**src/rtl/adc_touch_ctrl_pkg.sv**
```systemverilog
// adc_touch_ctrl_pkg
// Shared definitions for the touch-screen ADC frame sequencer and the DIN
// command generator that sits beside it. Both sides import this package so
// the frame layout, the sampling windows and the command bytes stay in step.
//   FRAME_LEN       : counts per conversion frame (Cuenta runs 0..FRAME_LEN-1)
//   X_FIRST/X_LAST  : odd counts on which the X result bits are sampled
//   Y_FIRST/Y_LAST  : odd counts on which the Y result bits are sampled
//   DIN_x/DIN_y     : control bytes the DIN generator shifts out for X and Y
//   state_t         : sequencer states
package adc_touch_ctrl_pkg;

  localparam int FRAME_LEN = 80;
  localparam int CNT_W     = 7;
  localparam int DATA_W    = 12;

  localparam int X_FIRST = 19;
  localparam int X_LAST  = 41;
  localparam int Y_FIRST = 51;
  localparam int Y_LAST  = 73;

  // Start bit, channel select, 12-bit mode, differential reference,
  // power-down between conversions so PENIRQ stays armed.
  localparam logic [7:0] DIN_x = 8'hD0;
  localparam logic [7:0] DIN_y = 8'h90;

  typedef enum logic [1:0] {
    IDLE = 2'd0,
    CONV = 2'd1,
    DONE = 2'd2
  } state_t;

  // DOUT bits are taken at the end of the DCLK-high half of a bit, which is
  // the tick leaving an odd count inside the channel's window.
  function automatic logic in_window(input logic [CNT_W-1:0] count,
                                     input int first, input int last);
    return count[0] && (int'(count) >= first) && (int'(count) <= last);
  endfunction

endpackage

```
**src/rtl/adc_touch_ctrl_tick_gen.sv**
```systemverilog
// tick_gen
// Count prescaler for the frame sequencer. Counts 0..DIV-1 and flags the last
// system clock of each count period. A synchronous clear parks the counter at
// zero so a new frame always starts with a full-length first count.
//   clk   : system clock, rising edge
//   rst_n : asynchronous active-low reset
//   clear : synchronous clear, also suppresses tick
//   tick  : high on the cycle where the prescaler sits at DIV-1
module tick_gen #(
  parameter int DIV = 25
) (
  input  logic clk,
  input  logic rst_n,
  input  logic clear,
  output logic tick
);

  localparam int W = $clog2(DIV);
  localparam logic [W-1:0] LAST = W'(DIV - 1);

  logic [W-1:0] count;

  always_ff @(posedge clk or negedge rst_n) begin
    if (!rst_n) begin
      count <= '0;
    end else if (clear || (count == LAST)) begin
      count <= '0;
    end else begin
      count <= count + W'(1);
    end
  end

  assign tick = !clear && (count == LAST);

endmodule

```
**src/rtl/adc_touch_ctrl.sv**
```systemverilog
// adc_touch_ctrl
// Frame sequencer for the serial touch-screen ADC. After a pen-down it runs
// back-to-back 80-count frames, driving chip select, DCLK and the Cuenta
// count observed by the DIN generator, and shifts in the 12-bit X and Y
// results. A frame whose pen stayed down throughout updates X/Y with a
// one-cycle Valid strobe.
//   CLK      : system clock          RST_n    : async active-low reset
//   Enable   : run permission        PENIRQ_n : async pen-down, active low
//   ADC_DOUT : serial ADC data       ADC_CS_n : chip select, active low
//   ADC_DCLK : serial clock          Cuenta   : frame count 0..79
//   Gen_En   : DIN generator enable  X, Y     : last good results
//   Valid    : strobe when X/Y update
module adc_touch_ctrl
  import adc_touch_ctrl_pkg::*;
#(
  parameter int DIV = 25
) (
  input  logic              CLK,
  input  logic              RST_n,
  input  logic              Enable,
  input  logic              PENIRQ_n,
  input  logic              ADC_DOUT,
  output logic              ADC_CS_n,
  output logic              ADC_DCLK,
  output logic [CNT_W-1:0]  Cuenta,
  output logic              Gen_En,
  output logic [DATA_W-1:0] X,
  output logic [DATA_W-1:0] Y,
  output logic              Valid
);

  localparam logic [CNT_W-1:0] LAST_COUNT = CNT_W'(FRAME_LEN - 1);

  state_t            state;
  logic [1:0]        pen_sync;
  logic              pen;
  logic              pen_ok;
  logic              tick;
  logic              tick_clear;
  logic [DATA_W-1:0] sh_x;
  logic [DATA_W-1:0] sh_y;

  // Two-flop synchronizer; resets to "pen up" so reset never starts a frame.
  always_ff @(posedge CLK or negedge RST_n) begin
    if (!RST_n) begin
      pen_sync <= 2'b11;
    end else begin
      pen_sync <= {pen_sync[0], PENIRQ_n};
    end
  end

  assign pen = ~pen_sync[1];

  // Held at zero outside CONV and while aborting, so every frame starts clean.
  assign tick_clear = (state != CONV) || !Enable;

  tick_gen #(
    .DIV(DIV)
  ) u_tick_gen (
    .clk  (CLK),
    .rst_n(RST_n),
    .clear(tick_clear),
    .tick (tick)
  );

  // All pin-facing outputs are assigned together with the state they belong
  // to, so CS_n, Gen_En, DCLK and Cuenta switch on the same edge as the state.
  // pen_ok remembers whether the pen stayed down for the whole frame.
  always_ff @(posedge CLK or negedge RST_n) begin
    if (!RST_n) begin
      state    <= IDLE;
      Cuenta   <= '0;
      ADC_CS_n <= 1'b1;
      ADC_DCLK <= 1'b0;
      Gen_En   <= 1'b0;
      X        <= '0;
      Y        <= '0;
      Valid    <= 1'b0;
      sh_x     <= '0;
      sh_y     <= '0;
      pen_ok   <= 1'b0;
    end else begin
      Valid <= 1'b0;
      case (state)
        IDLE: begin
          if (Enable && pen) begin
            state    <= CONV;
            Cuenta   <= '0;
            ADC_CS_n <= 1'b0;
            ADC_DCLK <= 1'b0;
            Gen_En   <= 1'b1;
            pen_ok   <= 1'b1;
          end
        end

        CONV: begin
          if (!pen) begin
            pen_ok <= 1'b0;
          end
          // Abort takes priority over everything, including the final tick.
          if (!Enable) begin
            state    <= IDLE;
            Cuenta   <= '0;
            ADC_CS_n <= 1'b1;
            ADC_DCLK <= 1'b0;
            Gen_En   <= 1'b0;
          end else if (tick) begin
            if (in_window(Cuenta, X_FIRST, X_LAST)) begin
              sh_x <= {sh_x[DATA_W-2:0], ADC_DOUT};
            end
            if (in_window(Cuenta, Y_FIRST, Y_LAST)) begin
              sh_y <= {sh_y[DATA_W-2:0], ADC_DOUT};
            end
            if (Cuenta == LAST_COUNT) begin
              state    <= DONE;
              Cuenta   <= '0;
              ADC_CS_n <= 1'b1;
              ADC_DCLK <= 1'b0;
              Gen_En   <= 1'b0;
            end else begin
              Cuenta   <= Cuenta + CNT_W'(1);
              // DCLK follows bit 0 of the count being entered.
              ADC_DCLK <= ~Cuenta[0];
            end
          end
        end

        DONE: begin
          if (pen_ok && pen) begin
            X     <= sh_x;
            Y     <= sh_y;
            Valid <= 1'b1;
          end
          if (Enable && pen) begin
            state    <= CONV;
            Cuenta   <= '0;
            ADC_CS_n <= 1'b0;
            ADC_DCLK <= 1'b0;
            Gen_En   <= 1'b1;
            pen_ok   <= 1'b1;
          end else begin
            state <= IDLE;
          end
        end

        default: begin
          state <= IDLE;
        end
      endcase
    end
  end

endmodule

```
**config.mk**
```make
export PLATFORM = sky130hd
export DESIGN_NAME = adc_touch_ctrl
export DESIGN_NICKNAME = d
export VERILOG_FILES = /design/src/rtl/adc_touch_ctrl_pkg.sv /design/src/rtl/adc_touch_ctrl_tick_gen.sv /design/src/rtl/adc_touch_ctrl.sv
export SDC_FILE = /design/constraint.sdc
export NUM_CORES = 1
export LEC_CHECK = 0
export CORE_MARGIN = 3
export CORE_UTILIZATION = 40
export DETAILED_ROUTE_END_ITERATION = 10
export DONT_BUFFER_PORTS = 1
export GPL_ROUTABILITY_DRIVEN = 0
export PLACE_DENSITY = 0.66
export SLEW_MARGIN = 30
export SYNTH_ARGS = -nofsm -noshare
export SYNTH_HDL_FRONTEND = slang
export SYNTH_SLANG_ARGS = --single-unit
```
**constraint.sdc**
```tcl
create_clock -name CLK -period 2.4 [get_ports CLK]
set_input_delay 0.48 -clock CLK [delete_from_list [all_inputs] [get_ports CLK]]
set_output_delay 0.48 -clock CLK [all_outputs]
set_load 0.005 [all_outputs]
```
==> metrics.md <==
| Metric | Value |
|---|---|
| Status | completed |
| Initial DRC Count | 58 |
| Cells after Synth | about 210 |
| Met1 wire length | 2262 µm |
| Final WL | just under 5000 µm |
| Post-synth top area share | a little under three fifths |
| Peak VDD IR | about 0.30 mV |
| Drt wl/cell | approximately 15 µm |
| Post-route ant nets | 0 |
| Multi-input logic area | between 1000 and 1500 µm² |
| Kind of critical path | flip-flop to flip-flop |
| Primary FF master, synth | dfrtp_1 |
| Synthesis-to-finish area growth | 12.16% |
| PwrDens | roughly 700 nW/µm² |
| Die Width | a little over 90 µm |
| R2R setup slack | 0.47 ns |
| Worst-margin pin slew | ~0.66 ns |
| Num rows | 30 |
| Yosys Warn Count | 0 |
| Setup crit end kind | flip-flop |
| Total GRT Usage | approximately an eighth |
| Area contributors post-synth | dfrtp_1, mux2_2, mux2_4 |
| # diodes | 0 |
| Post-synthesis sequential area ratio | a little under 60% |
| Async set-reset flop share out of synthesis | 100.0% |
| Fin nets | 230 |
| Post-synth EDFFs | 0 |
| Post-synthesis mux area share | 20.20% |
| CTS sink count | 68 |
| Xor/xnor share of the synthesized area | 0.9182% |
| Total number of vias | 1631 |
| Antenna violations before repair | 0 |
| Starting Density | between 40% and 50% |
| Clock Path Buffers | 2 |
| First-pass DRT Iterations | 4 |
| Die area | 8205 µm² |
| Tcrit/Tclk final | between 80% and 90% |
| Rel. slew slack | between 50% and 60% |
| Compound-Gate Fraction of Synth Area | 5.990% |
| TritonCTS Buffers | 9 |
| Adder-cell share of the synthesized area | 1.749% |
| Grt total ovfl | 0 |
| Max-cap violations | 0 |
| Fin crit period | roughly 1.9 ns |
| Min-Delay Path Class | input port to asynchronous set/reset pin |
| TNS Setup | 0 ns |
| Hold Worst Slack | roughly 0.016 ns |
| Final hold vios | 0 |
| Clock skew | 0.006550 ns |
| Core region area | 6869 µm² |
| First-pass GRT wire length | ~8000 µm |
| Largest net degree at the start of global routing | 69 |
| CTS H-tree lvls | 3 |
| Main combinational cell family by area after synthesis | multiplexers |
| CTS tree | built |
| FILL cells | around 620 |
| Number of synthesized register bits | 68 |
| Lkg Pwr | roughly 1.5 nW |
| Port buffer count | 0 |
| Post-Synth Simple-Gate Area | under 10% |
| Max Used Layer | met4 |
| RSZ-0062 raised after global routing | no |
| Syn Nets | 220 |
| WP data required | 2.63 ns |
| Critical path launch point type | flip-flop |
| Root Buffer | clkbuf_8 |
| CP Data Arrival Time | ~2.2 ns |
| WL met2 | roughly 2300 µm |
| DIE HEIGHT | slightly above 90 µm |
| Worst-Skew Late Latency | about 0.34 ns |
| Max Clock Freq | 519.4 MHz |
| # setup viols final | 0 |
| Synth Area per Inst | 13.56 µm² |
| Mapped Area | 2861 µm² |
| Layout cells sized above 1 | around a third |
| Vias/cell | 5.081 |
| Synth cell types | 38 |
| Post-DP HPWL | between 3000 and 4000 µm |
| DR DRC count | 0 |
| Vias in the first global route | around 1600 |
| Metal3 WL | around 240 µm |
| Crit path max fanout | 12 |
| I/O pin count | 40 |
| Largest area contributor in the netlist | dfrtp_1 |
| Clk pin slew, worst setup/hold paths | 0.07 ns |
| Register area | 1705 µm² |
| Slew Limit Fails | 0 |
## worst max-delay path, stage by stage (launching register included)
cell,delay (ns)
dfrtp_1,0.45
or3_1,0.41
a311oi_2,0.27
o2111ai_2,0.15
buf_4,0.22
mux2_4,0.31
## worst paths after layout
path	from	depth (start not counted)	endpoint
min in group CLK	PENIRQ_n	0	pen_sync[0]$_DFF_PN1_
hold reg to reg	pen_sync[0]$_DFF_PN1_	0	pen_sync[1]$_DFF_PN1_
setup / recovery	Cuenta[1]$_DFFE_PN0P_	5	sh_x[9]$_DFFE_PN0P_
hold / removal	RST_n	1	X[10]$_DFFE_PN0P_
setup reg to reg	Cuenta[1]$_DFFE_PN0P_	5	sh_x[9]$_DFFE_PN0P_
max in group asynchronous	RST_n	1	pen_sync[1]$_DFF_PN1_
## state kept, by name (all words and copies together) (netlist names)
signal,count
sh_y,12
ADC_CS_n,1
state,2
Gen_En,1
pen_sync,2
ADC_DCLK,1
Y,12
pen_ok,1
sh_x,12
u_tick_gen.count,5
Valid,1
X,12
Cuenta,6
## stage by stage
| stage | instance area (µm²) | cells | worst slack, ns | utilization, % | total power [mW] |
|---|---|---|---|---|---|
| after floorplan | 2861 | 211 | 0.5065 | - | 1.228 |
| after global placement | 2977 | 305 | 0.4835 | 43.33 | 1.242 |
| after detailed placement | 2977 | 305 | 0.4675 | 43.33 | 1.244 |
| after CTS | 3209 | 321 | 0.4601 | 46.72 | 2.275 |
| after global routing | 3209 | 321 | 0.3453 | 46.72 | 2.335 |
| final | 3209 | 321 | 0.4747 | 46.72 | 2.242 |
## final cells by class
class                           count  area share, %
Tap cell                           96          3.743
Multi-Input combinational cell    127          33.65
Clock buffer                       10          3.977
Sequential cell                    68          53.14
Timing Repair Buffer                6          2.027
Clock inverter                      5          2.417
Inverter                            9          1.053
## cell usage in the layout, fill, tap and decap left out, types with 2 or more instances in the layout
master and instances:
a21oi_1 5, buf_4 5, bufinv_16 2, clkbuf_8 9
clkinv_2 2, dfrtp_1 65, dfstp_2 3, ha_1 4
inv_1 9, mux2_2 38, mux2_4 10, nand2_1 8
nand3_1 8, nor2_1 12, nor3b_1 3, o21ai_0 11
o31ai_1 2, or3_1 4, or4_1 2, xor2_1 2
## Yosys cell counts, types with 2 or more instances
master,count
nand3_1,8
or4_1,2
nor3b_1,3
mux2_4,10
buf_2,3
mux2_2,38
ha_1,4
dfstp_2,3
or3_1,4
dfrtp_1,65
a21oi_1,5
nand2_1,8
o31ai_1,2
xor2_1,2
o21ai_0,11
inv_1,9
buf_6,2
nor2_1,12
## layer usage
layer	up-vias	GRT usage (%)
li1	778	-
met1	819	16.22
met2	29	18.47
met3	5	5.583
met4	0	5.740
met5	-	0
## power breakdown
| group | internal, mW | switching [mW] | total [mW] |
|---|---|---|---|
| sequential | 1.17 | 0.0157 | 1.18 |
| clock | 0.576 | 0.417 | 0.993 |
| combinational | 0.0211 | 0.0464 | 0.0675 |
| total | 1.76 | 0.480 | 2.24 |
## what timing repair did
| item | CTS | global route |
|---|---|---|
| resized for setup | 0 | 0 |
| hold endpoints to repair | 68 | 0 |
| setup buffers | 0 | 0 |
| hold buffers | 1 | 0 |
## kinds of logic (layout without fill, tap and decap cells)
logic type / Yosys count / count (layout)
flops: 68 / 68
mux: 48 / 48
simple gates: 46 / 46
compound gates: 26 / 26
buf+inv: 16 / 30
fa+ha+maj: 4 / 4
xor+xnor: 3 / 3
Note: power is estimated with default switching activity, not from simulation.
